**src/rtl/branch_predictor_pkg.sv**
```systemverilog
// Shared definitions for the fetch-side branch direction predictor.
//   - 2-bit saturating counter encodings (SN/WN/WT/ST)
//   - default table index width
package branch_predictor_pkg;

  localparam int BP_IDX_W = 6;

  typedef logic [1:0] bp_ctr_t;

  localparam bp_ctr_t BP_SN = 2'b00;
  localparam bp_ctr_t BP_WN = 2'b01;
  localparam bp_ctr_t BP_WT = 2'b10;
  localparam bp_ctr_t BP_ST = 2'b11;

endpackage

```
**src/rtl/branch_predictor_sat_counter2.sv**
```systemverilog
// bp_sat_counter2: combinational next-state function of a 2-bit saturating
// direction counter.
// Ports:
//   cur   in  2 : current counter value
//   taken in  1 : resolved branch direction
//   nxt   out 2 : counter value after training with this outcome
module bp_sat_counter2
  import branch_predictor_pkg::*;
(
  input  logic [1:0] cur,
  input  logic       taken,
  output logic [1:0] nxt
);

  always_comb begin
    nxt = cur;
    if (taken) begin
      if (cur != BP_ST) nxt = cur + 2'd1;
    end else begin
      if (cur != BP_SN) nxt = cur - 2'd1;
    end
  end

endmodule

```
**src/rtl/branch_predictor.sv**
```systemverilog
// branch_predictor: 2-bit dynamic branch direction predictor for fetch.
// A table of 2^IDX_W saturating counters, indexed by pc[IDX_W+1:2] with no
// tag, is looked up by fetch and trained by the decode-stage resolution.
// Ports:
//   clk         in  1  : clock, rising edge
//   resetn      in  1  : asynchronous active-low reset
//   pred_valid  in  1  : fetch lookup request
//   pred_pc     in  32 : fetch PC
//   stall       in  1  : hold the registered prediction
//   flush       in  1  : clear the registered prediction (beats stall)
//   pred_taken  out 1  : registered prediction for the instruction in decode
//   upd_valid   in  1  : branch resolved this cycle
//   upd_pc      in  32 : PC of the resolved branch
//   upd_taken   in  1  : resolved direction
//   upd_pred    in  1  : prediction that was used for it
//   mispredict  out 1  : one-cycle pulse after a mispredicted update
//   branch_cnt  out 32 : resolved branch count (wraps)
//   miss_cnt    out 32 : mispredicted branch count (wraps)
module branch_predictor
  import branch_predictor_pkg::*;
#(
  parameter int IDX_W = BP_IDX_W
) (
  input  logic        clk,
  input  logic        resetn,
  input  logic        pred_valid,
  input  logic [31:0] pred_pc,
  input  logic        stall,
  input  logic        flush,
  output logic        pred_taken,
  input  logic        upd_valid,
  input  logic [31:0] upd_pc,
  input  logic        upd_taken,
  input  logic        upd_pred,
  output logic        mispredict,
  output logic [31:0] branch_cnt,
  output logic [31:0] miss_cnt
);

  localparam int NENT = 1 << IDX_W;

  // Flop array rather than RAM: every entry needs a reset value.
  bp_ctr_t ctr_tbl [NENT];

  logic [IDX_W-1:0] pred_idx_p0;
  logic [IDX_W-1:0] upd_idx_p0;
  bp_ctr_t          upd_cur_p0;
  bp_ctr_t          upd_nxt_p0;
  logic             miss_p0;
  logic             pred_taken_p1;

  assign pred_idx_p0 = pred_pc[IDX_W+1:2];
  assign upd_idx_p0  = upd_pc[IDX_W+1:2];
  assign upd_cur_p0  = ctr_tbl[upd_idx_p0];
  assign miss_p0     = upd_valid && (upd_taken != upd_pred);

  logic unused_pc_bits;
  assign unused_pc_bits = ^{pred_pc[31:IDX_W+2], pred_pc[1:0],
                            upd_pc[31:IDX_W+2], upd_pc[1:0]};

  bp_sat_counter2 u_sat (
    .cur   (upd_cur_p0),
    .taken (upd_taken),
    .nxt   (upd_nxt_p0)
  );

  // ---- p0 -> p1: table training, registered lookup, monitor counters ----
  // The lookup reads the table before this edge's write lands, so a
  // same-cycle lookup/update on one index sees the old counter.
  always_ff @(posedge clk or negedge resetn) begin
    if (!resetn) begin
      for (int i = 0; i < NENT; i++) ctr_tbl[i] <= BP_WN;
    end else if (upd_valid) begin
      ctr_tbl[upd_idx_p0] <= upd_nxt_p0;
    end
  end

  always_ff @(posedge clk or negedge resetn) begin
    if (!resetn) begin
      pred_taken_p1 <= 1'b0;
    end else if (flush) begin
      pred_taken_p1 <= 1'b0;
    end else if (!stall) begin
      pred_taken_p1 <= pred_valid && ctr_tbl[pred_idx_p0][1];
    end
  end

  always_ff @(posedge clk or negedge resetn) begin
    if (!resetn) begin
      mispredict <= 1'b0;
      branch_cnt <= 32'd0;
      miss_cnt   <= 32'd0;
    end else begin
      mispredict <= miss_p0;
      if (upd_valid) branch_cnt <= branch_cnt + 32'd1;
      if (miss_p0)   miss_cnt   <= miss_cnt + 32'd1;
    end
  end

  assign pred_taken = pred_taken_p1;

endmodule

```
**config.mk**
```make
export PLATFORM = sky130hd
export DESIGN_NAME = branch_predictor
export DESIGN_NICKNAME = d
export VERILOG_FILES = /design/src/rtl/branch_predictor_pkg.sv /design/src/rtl/branch_predictor_sat_counter2.sv /design/src/rtl/branch_predictor.sv
export SDC_FILE = /design/constraint.sdc
export NUM_CORES = 1
export LEC_CHECK = 0
export ABC_AREA = 1
export ABC_CLOCK_PERIOD_IN_PS = 2120
export CAP_MARGIN = 20
export CORE_MARGIN = 1.5
export CORE_UTILIZATION = 40
export DETAILED_ROUTE_END_ITERATION = 10
export GPL_TIMING_DRIVEN = 0
export PLACE_DENSITY = 0.68
export SETUP_SLACK_MARGIN = 0.3
export SYNTH_ARGS = -nofsm -noshare
export SYNTH_HDL_FRONTEND = slang
export SYNTH_SLANG_ARGS = --single-unit
```
**constraint.sdc**
```tcl
create_clock -name clk -period 2.12 [get_ports clk]
set_clock_uncertainty 0.05 [all_clocks]
set_input_delay 0.424 -clock clk [delete_from_list [all_inputs] [get_ports clk]]
set_output_delay 0.424 -clock clk [all_outputs]
set_load 0.02 [all_outputs]
```
==> impl_results.rst, run 1 <==
.. list-table::
   :header-rows: 1

   * - Metric
     - Value
   * - Sequential-to-total area share from yosys stat
     - approximately 45%
   * - Number of global-route vias before repair
     - around 11000
   * - Synth Flop Type
     - sky130_fd_sc_hd__dfrtp_1
   * - Final worst setup slack
     - -0.009183 ns
   * - Clock insertion delay at the later pin of the skew report
     - 0.45 ns
   * - Total CTS buffers
     - 17
   * - Detailed-route wire length
     - slightly below 40000 microns
   * - Width of the die
     - between 150 and 200 microns
   * - Leading post-synthesis cells by instance count
     - sky130_fd_sc_hd__nand2_1, sky130_fd_sc_hd__inv_1, sky130_fd_sc_hd__nand3_1
   * - Clock transition at the register clock pins on the worst setup and hold paths after CTS
     - 0.08 ns
   * - PwrDens
     - between 700 and 800 nW/um^2
   * - Worst endpoint required time
     - roughly 2.5 ns
   * - Arrival time of the worst setup path
     - between 2 and 2.5 ns
   * - Outcome
     - finished with violations
   * - Class of the tightest hold or removal check
     - in -> async
   * - Number of instances in the synthesized netlist
     - 1621
   * - Post-synth EDFFs
     - 0
   * - Root Buffer
     - sky130_fd_sc_hd__clkbuf_16
   * - Routed length on met2
     - 17920 microns
   * - Cell variety after synth
     - 30
   * - TritonRoute pass-1 iters
     - 6
   * - Critical Path Fanout Max
     - 5
   * - Initial Util
     - between 40% and 50%
   * - Synthesized netlist net count
     - between 1500 and 2000
   * - Routed Antenna Nets
     - 0
   * - HPWL Detailed
     - around 24000 microns
   * - Vias per inst
     - around 5.4
   * - Length of routed met3 wiring
     - ~3800 microns
   * - Pins Over Slew Limit
     - 0
   * - Kind of end point of the critical path
     - flop
   * - Count of synthesis-stage warnings from yosys
     - 0
   * - RSZ-0062 raised after global routing
     - yes
   * - Cell area after synthesis
     - 11070 sq um
   * - Actual slew at the worst max-slew pin
     - roughly 0.82 ns
   * - Tightest slew margin relative to the limit
     - 45.32%
   * - Syn avg cell area
     - slightly below 7 sq um
   * - Initial drt markers
     - 1129
   * - Floorplan core area
     - ~27000 sq um
   * - Core Rows
     - 60
   * - Total global routing track utilization
     - approximately 27%
   * - Final-layout setup total negative slack
     - -0.02422 ns
   * - CP Class
     - reg -> reg
   * - TritonCTS clock tree
     - yes
   * - Cell area after placement
     - 12500 sq um
   * - Final Cell Area
     - about 15000 sq um
   * - Grt total ovfl
     - 0
   * - Leakage Power
     - between 7 and 8 nW
   * - Final period util
     - 100.4%
   * - Hold violation count in the final report
     - 0
   * - Startpoint Class
     - flop
   * - Die height
     - between 150 and 200 microns
   * - Asr flop ratio synth
     - 100.0%
   * - Total Nets Final
     - ~1900
   * - Fraction of post-synthesis cell area in the top cell type by area
     - 29.38%
   * - Number of placed I/O pins
     - about 140
   * - Max Used Layer
     - met4
   * - Synth area leaders
     - sky130_fd_sc_hd__dfrtp_1, sky130_fd_sc_hd__nand2_1, sky130_fd_sc_hd__dfstp_2
   * - Dominant cell type by area after synthesis
     - sky130_fd_sc_hd__dfrtp_1
   * - Detailed-routing wirelength on met1
     - roughly 16000 microns
   * - ANT cells
     - 0
   * - Via count
     - 11556
   * - Final Non-Filler Cells
     - 2146
   * - Layout cells sized above 1
     - between 20% and 30%
   * - Layout Area Growth over Synthesis
     - 36.79%
   * - Weighted congestion at the end of routability-driven global placement
     - 0.9852
   * - Violations in the final reports
     - setup timing
   * - Final number of setup-violating endpoints
     - 5
   * - Fmax
     - 0.4697 GHz
   * - Path depth of the worst reg2reg path
     - 18
   * - Minimum clock period
     - approximately 2.1 ns
   * - Die outline area
     - ~29000 sq um
   * - Most common cell in the netlist
     - sky130_fd_sc_hd__nand2_1
   * - Total clock sinks
     - about 190
   * - Buffer levels on the longest clock path
     - 2
   * - First-pass GRT wire length
     - ~59000 microns
   * - Number of buffers added on ports
     - 80
   * - Post-layout util
     - 56.05%
   * - Antenna violations before repair
     - 0
   * - Routed length per placed instance
     - roughly 18 microns
   * - Post-synthesis sequential element count
     - ~190
   * - Number of remaining DRC errors
     - 0
   * - Maximum number of pins on one net before global-route repair
     - approximately 70
   * - VDD IR-drop max
     - 595.0 uV
   * - Reported max-cap violation count
     - 0
   * - Instance count after placement with tap cells included
     - 2044
   * - Post-layout power
     - between 10 and 15 mW
   * - H-tree levels
     - 4
## layer usage
| layer | vias to the layer above | GRT usage (%) |
|---|---|---|
| li1 | 5308 | - |
| met1 | 5523 | 34.60 |
| met2 | 596 | 43.00 |
| met3 | 129 | 6.950 |
| met4 | 0 | 12.43 |
| met5 | - | 0 |
## final timing paths
check                                              to  slack [ns]                       start
max                           ctr_tbl[56]$_DFFE_PN1P_      -0.009     ctr_tbl[82]$_DFFE_PN1P_
min                           ctr_tbl[27]$_DFFE_PN0P_        0.42                      resetn
max reg2reg                   ctr_tbl[56]$_DFFE_PN1P_      -0.009     ctr_tbl[82]$_DFFE_PN1P_
min reg2reg                branch_cnt[31]$_DFFE_PN0P_        0.42  branch_cnt[31]$_DFFE_PN0P_
max in group asynchronous    ctr_tbl[108]$_DFFE_PN1P_        0.57                      resetn
min in group clk           branch_cnt[31]$_DFFE_PN0P_        0.42  branch_cnt[31]$_DFFE_PN0P_
## cells in the final DEF, fill, tap and decap left out, types with 13 or more instances in the layout
cell type                       netlist  layout
sky130_fd_sc_hd__nand2_1            793     693
sky130_fd_sc_hd__inv_1              164     157
sky130_fd_sc_hd__dfrtp_1            130     117
sky130_fd_sc_hd__nor2_1             113      92
sky130_fd_sc_hd__nand3_1            151      78
sky130_fd_sc_hd__nand2_2              2      75
sky130_fd_sc_hd__nand3_2              0      70
sky130_fd_sc_hd__dfstp_2             64      64
sky130_fd_sc_hd__dlygate4sd2_1        0      64
sky130_fd_sc_hd__buf_4                4      51
sky130_fd_sc_hd__xor2_1              41      41
sky130_fd_sc_hd__nand2_4              1      26
sky130_fd_sc_hd__clkbuf_16            0      23
sky130_fd_sc_hd__xnor2_1             20      20
sky130_fd_sc_hd__buf_12               0      17
sky130_fd_sc_hd__nor2_2               0      17
sky130_fd_sc_hd__nor3_1              32      17
sky130_fd_sc_hd__nand4_1             16      16
sky130_fd_sc_hd__dfrtp_2              0      13
## sequential cells by signal, summed over array words and instances (netlist names)
name,cells
pred_taken,1
branch_cnt,32
miss_cnt,32
ctr_tbl,128
mispredict,1
## report_power, final
| group | switching [mW] | internal, mW |
|---|---|---|
| Sequential | 0.373 | 4.24 |
| Clock | 1.66 | 1.80 |
| Combinational | 1.75 | 1.31 |
| Total | 3.78 | 7.34 |
## cell families (layout without fill, tap and decap cells)
| family | count (synthesis) | count (layout) | synth area share, % |
|---|---|---|---|
| XOR/XNOR | 61 | 61 | 4.825 |
| adder cells (fa/ha/maj) | 2 | 2 | 0.2260 |
| AND/OR/NAND/NOR | 1126 | 1128 | 41.21 |
| flip-flops | 194 | 194 | 44.56 |
| AO/OA/AOI/OAI | 16 | 16 | 0.7458 |
| buffers and inverters | 222 | 404 | 8.429 |
## what timing repair did
item                       CTS  global route
gates resized for setup    248           183
hold endpoints to repair    33             0
setup endpoints to repair  224           168
setup buffers               28            25
gates cloned                10             6
pin swaps                   47            85
hold buffers                 1             0
## through the flow
| stage | hold WS, ns | worst slack, ns |
|---|---|---|
| finish | 0.4154 | -0.009183 |
| global route | 0.4276 | -0.09912 |
| CTS | 0.4167 | 0.06667 |
| detailed placement | 0.3433 | -1.262 |
| global placement | 0.4024 | -8.301 |
| floorplan | 0.07841 | 0.2367 |
## critical path: stages, from the launching register on
cell and delay [ns]:
sky130_fd_sc_hd__dfstp_2 0.54, sky130_fd_sc_hd__nand2_1 0.07, sky130_fd_sc_hd__nand2_1 0.09, sky130_fd_sc_hd__nand2_1 0.06
sky130_fd_sc_hd__nand2_2 0.09, sky130_fd_sc_hd__nand2_1 0.06, sky130_fd_sc_hd__nand2_1 0.10, sky130_fd_sc_hd__nand2_1 0.07
sky130_fd_sc_hd__nand2_1 0.07, sky130_fd_sc_hd__inv_1 0.05, sky130_fd_sc_hd__nand2_2 0.07, sky130_fd_sc_hd__nor2_4 0.05
sky130_fd_sc_hd__nand2_4 0.09, sky130_fd_sc_hd__nand2_8 0.08, sky130_fd_sc_hd__buf_12 0.16, sky130_fd_sc_hd__buf_12 0.13
sky130_fd_sc_hd__buf_16 0.14, sky130_fd_sc_hd__nand2_2 0.05, sky130_fd_sc_hd__nand2_1 0.06
## cell type report
class / instances / area [sq um]
well taps: 341 / 426.7
fillers: 2477 / 11880
inverters: 167 / 640.6
clock inverters: 15 / 192.7
multi-input cells: 1207 / 6272
plain buffers: 55 / 544.3
clock buffers: 17 / 425.4
repair buffers: 150 / 1694
flip-flops and latches: 194 / 4951
Note: power is estimated with default switching activity, not from simulation.
==> run 2: changes to the inputs <==
--- a/config.mk
+++ b/config.mk
@@ -17,3 +17,4 @@
 export SYNTH_ARGS = -nofsm -noshare
 export SYNTH_HDL_FRONTEND = slang
 export SYNTH_SLANG_ARGS = --single-unit
+export TNS_END_PERCENT = 30
==> run 2 against run 1 <==
  * Via count fell by 1.8%
  * The flow still finishes with violations (setup timing)
  * Critical path type is now in -> reg
  * Combinational power decreased by 8.5%
  * Die area is the same
  * Worst hold slack got worse by 0.00094 ns
  * First-iteration DRC count is 6.2% higher
==> impl_results.rst, run 2 (synthesized netlist as in run 1, its figures left out) <==
.. list-table::
   :header-rows: 1

   * - Metric
     - Value
   * - H-tree levels
     - 4 (unchanged)
   * - Pins Over Slew Limit
     - 0 (unchanged)
   * - Total net switching power
     - 3.756 mW (was 3.782 mW)
   * - Final Cell Area
     - 14920 sq um (was 15150 sq um)
   * - Total clock sinks
     - 194 (unchanged)
   * - Worst endpoint required time
     - 2.41 ns (was 2.46 ns)
   * - Routed length per placed instance
     - 18.31 microns (was 18.40 microns)
   * - Layout Area Growth over Synthesis
     - 34.71% (was 36.79%)
   * - Number of buffers added on ports
     - 80 (unchanged)
   * - Violations in the final reports
     - setup timing (unchanged)
   * - Routed Antenna Nets
     - 0 (unchanged)
   * - Core Rows
     - 60 (unchanged)
   * - Arrival time of the worst setup path
     - 2.47 ns (about the same)
   * - Initial drt markers
     - 1199 (was 1129)
   * - Combinational power share
     - 25.7% (was 27.5%)
   * - Switching share of power
     - 34.51% (was 33.99%)
   * - Layout cells sized above 1
     - 22.70% (was 25.93%)
   * - Fmax
     - 0.4590 GHz (was 0.4697 GHz)
   * - Commonest non-fill, non-tap cell in the layout
     - sky130_fd_sc_hd__nand2_1 (unchanged)
   * - Antenna violations before repair
     - 0 (unchanged)
   * - Hold violation count in the final report
     - 0 (unchanged)
   * - Cell area after placement
     - 12460 sq um (was 12500 sq um)
   * - Start of the worst register-to-register path
     - ctr_tbl[43]$_DFFE_PN0P_ (was ctr_tbl[82]$_DFFE_PN1P_)
   * - Biggest registers after layout
     - ctr_tbl (128), branch_cnt (32), miss_cnt (32) (unchanged)
   * - Clock insertion delay at the later pin of the skew report
     - 0.47 ns (was 0.45 ns)
   * - Hold path start
     - ctr_tbl[96]$_DFFE_PN1P_
   * - VDD IR-drop max
     - 624.8 uV (was 595.0 uV)
   * - RSZ-0062 raised after global routing
     - yes (unchanged)
   * - Maximum number of pins on one net before global-route repair
     - 106 (was 68)
   * - Worst path bufs/invs
     - 5 (was 4)
   * - Final-layout worst hold slack
     - 0.4145 ns (was 0.4154 ns)
   * - Final number of setup-violating endpoints
     - 75 (was 5)
   * - Worst hold stages
     - 2
   * - Vias per inst
     - 5.363 (was 5.385)
   * - Levels on crit path
     - 16 (was 18)
   * - Startpoint Class
     - input port (was flop)
   * - Clock network fraction of total power
     - 31.8% (was 31.1%)
   * - Max stage delay cell, worst path
     - sky130_fd_sc_hd__nand2_1 (was sky130_fd_sc_hd__dfstp_2)
   * - Reported max-cap violation count
     - 0 (unchanged)
   * - Path depth of the worst reg2reg path
     - 14 (was 18)
   * - Sequential power share
     - 42.4% (was 41.4%)
   * - TritonCTS clock tree
     - yes (unchanged)
   * - Final worst setup slack
     - -0.05886 ns (was -0.009183 ns)
   * - Power Internal
     - 7.130 mW (was 7.343 mW)
   * - Number of placed I/O pins
     - 138 (unchanged)
   * - Root Buffer
     - sky130_fd_sc_hd__clkbuf_16 (unchanged)
   * - Via count
     - 11349 (was 11556)
   * - Number of global-route vias before repair
     - 10643 (was 11019)
   * - Buffer levels on the longest clock path
     - 2 (unchanged)
   * - Total Nets Final
     - 1836 (was 1866)
   * - Width of the die
     - 169.4 microns (unchanged)
   * - Critical path's top delay family
     - simple AND/OR/NAND/NOR gates (unchanged)
   * - Setup slack, reg-to-reg
     - -0.03 ns (was -0.009 ns)
   * - Worst hold path endpoint
     - ctr_tbl[96]$_DFFE_PN1P_
   * - CP cell instances
     - clkbuf_2 -> nand2_1 -> inv_1 -> nand3_1 -> nand2_1 -> o21ai_2 -> nand2_1 -> nor2_2 -> nand2_1 -> nand2_2 -> buf_12 -> nand2_8 -> buf_12 -> clkbuf_16 -> nand3_2 -> nand2_1 (was nand2_1 -> nand2_1 -> nand2_1 -> nand2_2 -> nand2_1 -> nand2_1 -> nand2_1 -> nand2_1 -> inv_1 -> nand2_2 -> nor2_4 -> nand2_4 -> nand2_8 -> buf_12 -> buf_12 -> buf_16 -> nand2_2 -> nand2_1)
   * - ANT cells
     - 0 (unchanged)
   * - Minimum clock period
     - 2.179 ns (was 2.129 ns)
   * - Total CTS buffers
     - 17 (unchanged)
   * - Final period util
     - 102.8% (was 100.4%)
   * - Cell seen most often among critical-path stages
     - sky130_fd_sc_hd__nand2_1 (unchanged)
   * - Final-layout setup total negative slack
     - -1.961 ns (was -0.02422 ns)
   * - Die height
     - 169.4 microns (unchanged)
   * - Kind of end point of the critical path
     - flop (unchanged)
   * - PwrDens
     - 729.8 nW/um^2 (was 734.4 nW/um^2)
   * - Critical Path Fanout Max
     - 7 (was 5)
   * - HPWL Detailed
     - 24280 microns (was 24150 microns)
   * - Biggest register
     - ctr_tbl (unchanged)
   * - Number of flip-flops in the largest register
     - 128 (unchanged)
   * - Grt total ovfl
     - 0 (unchanged)
   * - TritonRoute pass-1 iters
     - 6 (unchanged)
   * - Die outline area
     - 28690 sq um (unchanged)
   * - Initial Util
     - 40.97% (unchanged)
   * - Destination of the worst register-to-register timing path
     - ctr_tbl[93]$_DFFE_PN0P_ (was ctr_tbl[56]$_DFFE_PN1P_)
   * - Class of the tightest hold or removal check
     - reg -> reg (was in -> async)
   * - Detailed-route wire length
     - 38750 microns (was 39480 microns)
   * - Instance count after placement with tap cells included
     - 2043 (was 2044)
   * - Weighted congestion at the end of routability-driven global placement
     - 0.9611 (was 0.9852)
   * - Leakage Power
     - 7.975 nW (was 7.570 nW)
   * - Tightest slew margin relative to the limit
     - 51.86% (was 45.32%)
   * - Leading cell types in the layout, fill and taps excluded
     - sky130_fd_sc_hd__nand2_1, sky130_fd_sc_hd__inv_1, sky130_fd_sc_hd__dfrtp_1 (unchanged)
   * - Floorplan core area
     - 27030 sq um (unchanged)
   * - First-pass GRT wire length
     - 58600 microns (was 59190 microns)
   * - Total global routing track utilization
     - 26.79% (was 27.04%)
   * - Number of remaining DRC errors
     - 0 (unchanged)
   * - Actual slew at the worst max-slew pin
     - 0.7221 ns (was 0.8203 ns)
   * - CP Class
     - in -> reg (was reg -> reg)
   * - Final Non-Filler Cells
     - 2116 (was 2146)
   * - Outcome
     - finished with violations (unchanged)
   * - Stage delay of the slowest cell on the critical path
     - 0.27 ns (was 0.54 ns)
   * - Clock transition at the register clock pins on the worst setup and hold paths after CTS
     - 0.08 ns (about the same)
run 2: cell count changes in the layout (fill, tap and decap cells not counted), sizes merged:
cell           previous run  this run
clkinv                    5         4
buf                     107        76
clkinvlp                  3         1
bufbuf                    0         1
bufinv                    2         0
dlygate4sd2              64         3
inv                     172       176
clkbuf                   41        42
nand2                   798       796
dlymetal6s2s              1        66
clkdlybuf4s15             2         0
run 2: final cells by class:
type | instances | area (sq um)
clock inverters | 14 | 187.7
flip-flops and latches | 194 | 4949
multi-input cells | 1205 | 6028
repair buffers | 122 | 1669
clock buffers | 18 | 439.2
inverters | 167 | 638.1
plain buffers | 55 | 579.3
fillers | 2519 | 12110
well taps | 341 | 426.7
run 2: how the worst max path moves through the flow:
stage / startpoint / slack, ns / endpoint
2_1_floorplan: upd_pc[3] / 0.24 / ctr_tbl[104]$_DFFE_PN1P_
3_3_place_gp: resetn / -8.48 / miss_cnt[0]$_DFFE_PN0P_
3_5_place_dp: upd_pc[2] / -1.17 / ctr_tbl[44]$_DFFE_PN1P_
4_1_cts: miss_cnt[22]$_DFFE_PN0P_ / 0.06 / miss_cnt[22]
5_1_grt: ctr_tbl[37]$_DFFE_PN0P_ / -0.15 / ctr_tbl[77]$_DFFE_PN0P_
6_report: upd_pc[4] / -0.06 / ctr_tbl[93]$_DFFE_PN0P_
run 2: metal layers:
layer,vias up,global-route usage [%],share of wire (%)
met3,122,5.457,9.5
met4,0,12.77,4.5
met1,5389,35.99,41
li1,5257,-,-
met5,-,0,0
met2,581,41.42,45
run 2: repair_timing:
action | 4_1_cts | 5_1_grt
hold buffers | 1 | 0
resized for setup | 158 | 219
endpoints found under the hold margin | 49 | 0
cloned | 7 | 6
pin swaps | 37 | 75
buffers inserted | 16 | 11
endpoints found under the setup margin | 226 | 224
run 2: per-stage QoR:
stage          total power, mW  utilization (%)  worst slack [ns]
2_1_floorplan            5.775                -            0.2364
3_3_place_gp             6.605            45.99            -8.475
3_5_place_dp             6.642            46.11            -1.175
4_1_cts                  10.52            51.57           0.05506
5_1_grt                  11.31            55.19           -0.1458
6_report                 10.89            55.19          -0.05886
run 2: tightest hold or removal path, delay by kind of cell (launching register included):
| kind | cells | cell delay (ns) |
|---|---|---|
| DFF | 1 | 0.37 |
| and+or+nand+nor | 2 | 0.09 |
run 2: power groups by stage:
stage | Combinational (mW) | Clock [mW] | Sequential (mW)
finish | 2.80 | 3.47 | 4.62
global route | 3.00 | 3.64 | 4.67
CTS | 2.44 | 3.50 | 4.58
detailed placement | 2.01 | 0 | 4.63
global placement | 1.97 | 0 | 4.64
floorplan | 1.08 | 0 | 4.70
==> run 3: changes to the inputs <==
--- a/config.mk
+++ b/config.mk
@@ -9,12 +9,14 @@
 export ABC_CLOCK_PERIOD_IN_PS = 2120
 export CAP_MARGIN = 20
 export CORE_MARGIN = 1.5
-export CORE_UTILIZATION = 40
+export CORE_UTILIZATION = 55
 export DETAILED_ROUTE_END_ITERATION = 10
+export DONT_BUFFER_PORTS = 1
 export GPL_TIMING_DRIVEN = 0
-export PLACE_DENSITY = 0.68
+export PLACE_DENSITY = 0.77
 export SETUP_SLACK_MARGIN = 0.3
 export SYNTH_ARGS = -nofsm -noshare
 export SYNTH_HDL_FRONTEND = slang
+export SYNTH_HIERARCHICAL = 1
 export SYNTH_SLANG_ARGS = --single-unit
 export TNS_END_PERCENT = 30
==> run 3 against run 2 <==
  * The run ends with DRC, hold timing, setup timing left
  * Design area is 16% lower
  * Combinational power is 28% lower
  * Maximum frequency is 0.54% lower
  * Synthesized cell count is 22% lower
  * Cell count is 25% lower
  * Flip-flop and latch count stayed put
  * Via count is 16% lower
  * Critical path depth stayed put
  * Count of clock-buffer cells in the layout is 4 higher
  * Area after synthesis is 7.9% lower
  * Critical endpoint is now ctr_tbl[60]$_DFFE_PN1P_
  * Largest cell class unchanged
  * Highest routed layer unchanged
==> impl_results.rst, run 3 <==
.. list-table::
   :header-rows: 1

   * - Metric
     - Value
   * - Layout cells sized above 1
     - 27.61% (was 22.70%)
   * - Syn avg cell area
     - 8.021 sq um (was 6.831 sq um)
   * - Total CTS buffers
     - 17 (unchanged)
   * - TritonRoute pass-1 iters
     - 11 (was 6)
   * - Destination of the worst register-to-register timing path
     - ctr_tbl[60]$_DFFE_PN1P_ (was ctr_tbl[93]$_DFFE_PN0P_)
   * - Die outline area
     - 19360 sq um (was 28690 sq um)
   * - ANT cells
     - 0 (unchanged)
   * - Initial Util
     - 56.37% (was 40.97%)
   * - Die height
     - 139.1 microns (was 169.4 microns)
   * - Layout Area Growth over Synthesis
     - 22.96% (was 34.71%)
   * - Violations in the final reports
     - DRC, hold timing, setup timing (was setup timing)
   * - Synth area leaders
     - sky130_fd_sc_hd__dfrtp_1, sky130_fd_sc_hd__dfstp_2, sky130_fd_sc_hd__nand2_1 (was sky130_fd_sc_hd__dfrtp_1, sky130_fd_sc_hd__nand2_1, sky130_fd_sc_hd__dfstp_2)
   * - Worst endpoint required time
     - 2.44 ns (was 2.41 ns)
   * - Synthesized netlist net count
     - 1345 (was 1695)
   * - Grt total ovfl
     - 0 (unchanged)
   * - VDD IR-drop max
     - 631.0 uV (was 624.8 uV)
   * - Fmax
     - 0.4565 GHz (was 0.4590 GHz)
   * - Detailed-route wire length
     - 31440 microns (was 38750 microns)
   * - Total global routing track utilization
     - 31.65% (was 26.79%)
   * - Number of global-route vias before repair
     - 8977 (was 10643)
   * - Floorplan core area
     - 18090 sq um (was 27030 sq um)
   * - Clock transition at the register clock pins on the worst setup and hold paths after CTS
     - 0.07 ns (was 0.08 ns)
   * - Path depth of the worst reg2reg path
     - 14 (unchanged)
   * - Reported max-cap violation count
     - 0 (unchanged)
   * - Commonest non-fill, non-tap cell in the layout
     - sky130_fd_sc_hd__nand2_1 (unchanged)
   * - Number of instances in the synthesized netlist
     - 1271 (was 1621)
   * - First-pass GRT wire length
     - 47730 microns (was 58600 microns)
   * - PwrDens
     - 841.6 nW/um^2 (was 729.8 nW/um^2)
   * - H-tree levels
     - 4 (unchanged)
   * - CP Class
     - in -> reg (unchanged)
   * - Number of buffers added on ports
     - 0 (was 80)
   * - Leading cell types in the layout, fill and taps excluded
     - sky130_fd_sc_hd__nand2_1, sky130_fd_sc_hd__inv_1, sky130_fd_sc_hd__dfrtp_1 (unchanged)
   * - Routed Antenna Nets
     - 0 (unchanged)
   * - Biggest register
     - ctr_tbl (unchanged)
   * - Leading post-synthesis cells by instance count
     - sky130_fd_sc_hd__nand2_1, sky130_fd_sc_hd__dfrtp_1, sky130_fd_sc_hd__inv_1 (was sky130_fd_sc_hd__nand2_1, sky130_fd_sc_hd__inv_1, sky130_fd_sc_hd__nand3_1)
   * - TritonCTS clock tree
     - yes (unchanged)
   * - Post-synth EDFFs
     - 0 (unchanged)
   * - Vias per inst
     - 5.986 (was 5.363)
   * - Cell area after synthesis
     - 10190 sq um (was 11070 sq um)
   * - Biggest registers after layout
     - ctr_tbl (128), branch_cnt (32), miss_cnt (32) (unchanged)
   * - Total Nets Final
     - 1423 (was 1836)
   * - Minimum clock period
     - 2.191 ns (was 2.179 ns)
   * - Via count
     - 9523 (was 11349)
   * - Asr flop ratio synth
     - 100.0% (unchanged)
   * - RSZ-0062 raised after global routing
     - yes (unchanged)
   * - Dominant cell type by area after synthesis
     - sky130_fd_sc_hd__dfrtp_1 (unchanged)
   * - Outcome
     - finished with violations (unchanged)
   * - Antenna violations before repair
     - 0 (unchanged)
   * - Kind of end point of the critical path
     - flop (unchanged)
   * - Actual slew at the worst max-slew pin
     - 0.7989 ns (was 0.7221 ns)
   * - Cell variety after synth
     - 42 (was 30)
   * - HPWL Detailed
     - 19470 microns (was 24280 microns)
   * - Clock insertion delay at the later pin of the skew report
     - 0.44 ns (was 0.47 ns)
   * - Sequential-to-total area share from yosys stat
     - 48.40% (was 44.56%)
   * - Start of the worst register-to-register path
     - ctr_tbl[76]$_DFFE_PN1P_ (was ctr_tbl[43]$_DFFE_PN0P_)
   * - Final worst setup slack
     - -0.07065 ns (was -0.05886 ns)
   * - Number of flip-flops in the largest register
     - 128 (unchanged)
   * - Weighted congestion at the end of routability-driven global placement
     - 0.9426 (was 0.9611)
   * - Startpoint Class
     - input port (unchanged)
   * - Root Buffer
     - sky130_fd_sc_hd__clkbuf_16 (unchanged)
   * - Buffer levels on the longest clock path
     - 2 (unchanged)
   * - Initial drt markers
     - 1298 (was 1199)
   * - Routed length per placed instance
     - 19.76 microns (was 18.31 microns)
   * - Class of the tightest hold or removal check
     - in -> async (was reg -> reg)
   * - Pins Over Slew Limit
     - 0 (unchanged)
   * - Count of synthesis-stage warnings from yosys
     - 6 (was 0)
   * - Setup slack, reg-to-reg
     - -0.05 ns (was -0.03 ns)
   * - Leakage Power
     - 5.525 nW (was 7.975 nW)
   * - Final-layout setup total negative slack
     - -0.9067 ns (was -1.961 ns)
   * - Fraction of post-synthesis cell area in the top cell type by area
     - 31.91% (was 29.38%)
   * - Final-layout worst hold slack
     - -0.3635 ns (was 0.4145 ns)
   * - Post-synthesis sequential element count
     - 194 (unchanged)
   * - Final number of setup-violating endpoints
     - 39 (was 75)
   * - Number of remaining DRC errors
     - 3 (was 0)
   * - Critical Path Fanout Max
     - 8 (was 7)
   * - Width of the die
     - 139.1 microns (was 169.4 microns)
   * - Synth Flop Type
     - sky130_fd_sc_hd__dfrtp_1 (unchanged)
   * - Tightest slew margin relative to the limit
     - 46.69% (was 51.86%)
   * - Final period util
     - 103.3% (was 102.8%)
   * - Fill count
     - 1320 (was 2519)
   * - Total clock sinks
     - 194 (unchanged)
   * - Arrival time of the worst setup path
     - 2.51 ns (was 2.47 ns)
   * - Hold violation count in the final report
     - 194 (was 0)
   * - Core Rows
     - 49 (was 60)
   * - Most common cell in the netlist
     - sky130_fd_sc_hd__nand2_1 (unchanged)
   * - Number of placed I/O pins
     - 138 (unchanged)
   * - Maximum number of pins on one net before global-route repair
     - 195 (was 106)
[run 3: cell count changes after synthesis, sizes merged, moves of 9 or more]
cell	delta
nand2	-379
o21ai	+126
nand3	-63
nor2	-31
inv	-30
buf	-20
o22ai	+18
a22oi	+9
[run 3: cells by family after synthesis]
logic type | synth area share, %
AND/OR/NAND/NOR | 29.09
adder cells (fa/ha/maj) | 0.2454
buffers and inverters | 6.897
flip-flops | 48.40
AO/OA/AOI/OAI | 10.22
XOR/XNOR | 5.142
[run 3: how the worst max path moves through the flow]
stage                                 start                       to  slack (ns)  cells past startpoint
finish                            upd_pc[3]  ctr_tbl[60]$_DFFE_PN1P_       -0.07                     16
global placement                  upd_pc[5]  ctr_tbl[94]$_DFFE_PN1P_       -0.74                     12
global route        ctr_tbl[76]$_DFFE_PN1P_  ctr_tbl[20]$_DFFE_PN1P_       -0.15                     14
floorplan                         upd_pc[3]  ctr_tbl[47]$_DFFE_PN0P_     -0.0005                     16
detailed placement                upd_pc[5]  ctr_tbl[77]$_DFFE_PN0P_       -0.80                     12
CTS                               upd_pc[3]   ctr_tbl[8]$_DFFE_PN1P_        0.07                     16
[run 3: where the power goes]
part	leakage [nW]	internal (mW)	switching, mW
combinational	2.89	0.841	1.17
sequential	2.33	4.37	0.741
clock	0.302	1.97	1.45
total	5.52	7.18	3.37
[run 3: routing by layer]
metal  part of all wire, %  track usage, %  vias to the layer above
li1                      -               -                     4307
met1                    39           42.08                     4462
met2                    44           48.13                      588
met3                    11           8.356                      166
met4                   5.8           15.85                        0
met5                     0               0                        -
[run 3: critical path, stage by stage]
cell	delay (ns)
sky130_fd_sc_hd__buf_12	0.13
sky130_fd_sc_hd__inv_6	0.10
sky130_fd_sc_hd__nand3_4	0.15
sky130_fd_sc_hd__buf_8	0.19
sky130_fd_sc_hd__o22ai_1	0.11
sky130_fd_sc_hd__nor2_1	0.08
sky130_fd_sc_hd__nand4_1	0.11
sky130_fd_sc_hd__nand2_2	0.08
sky130_fd_sc_hd__nand2_1	0.09
sky130_fd_sc_hd__nor3_2	0.05
sky130_fd_sc_hd__nand2_2	0.13
sky130_fd_sc_hd__nand2_2	0.12
sky130_fd_sc_hd__nand2_4	0.19
sky130_fd_sc_hd__clkinvlp_4	0.22
sky130_fd_sc_hd__buf_4	0.19
sky130_fd_sc_hd__o21ai_2	0.14
[run 3: metrics by stage]
stage          utilization (%)  setup WS [ns]  power [mW]  cells  area (sq um)
2_1_floorplan                -     -0.0004563       5.977   1271         10330
3_3_place_gp             58.72        -0.7417       6.382   1500         10620
3_5_place_dp             58.72        -0.7963       6.449   1500         10620
4_1_cts                  65.51        0.07296       10.10   1560         11850
5_1_grt                  69.31        -0.1463       10.93   1591         12540
6_report                 69.31       -0.07065       10.55   1591         12540
[run 3: layout make-up]
type,count,area [sq um],area share (%)
inverters,138,581.8,4.641
flip-flops and latches,194,4962,39.58
repair inverters,3,25.02,0.1996
plain buffers,38,473.0,3.773
clock inverters,10,146.4,1.168
multi-input cells,901,5049,40.27
well taps,229,286.5,2.286
repair buffers,56,538.0,4.292
clock buffers,22,474.2,3.783
[run 3: repair_timing]
item | CTS | global route
pin swaps | 19 | 61
hold endpoints to repair | 194 | 194
setup buffers | 21 | 24
cloned | 7 | 7
resized for setup | 90 | 152
endpoints found under the setup margin | 154 | 168
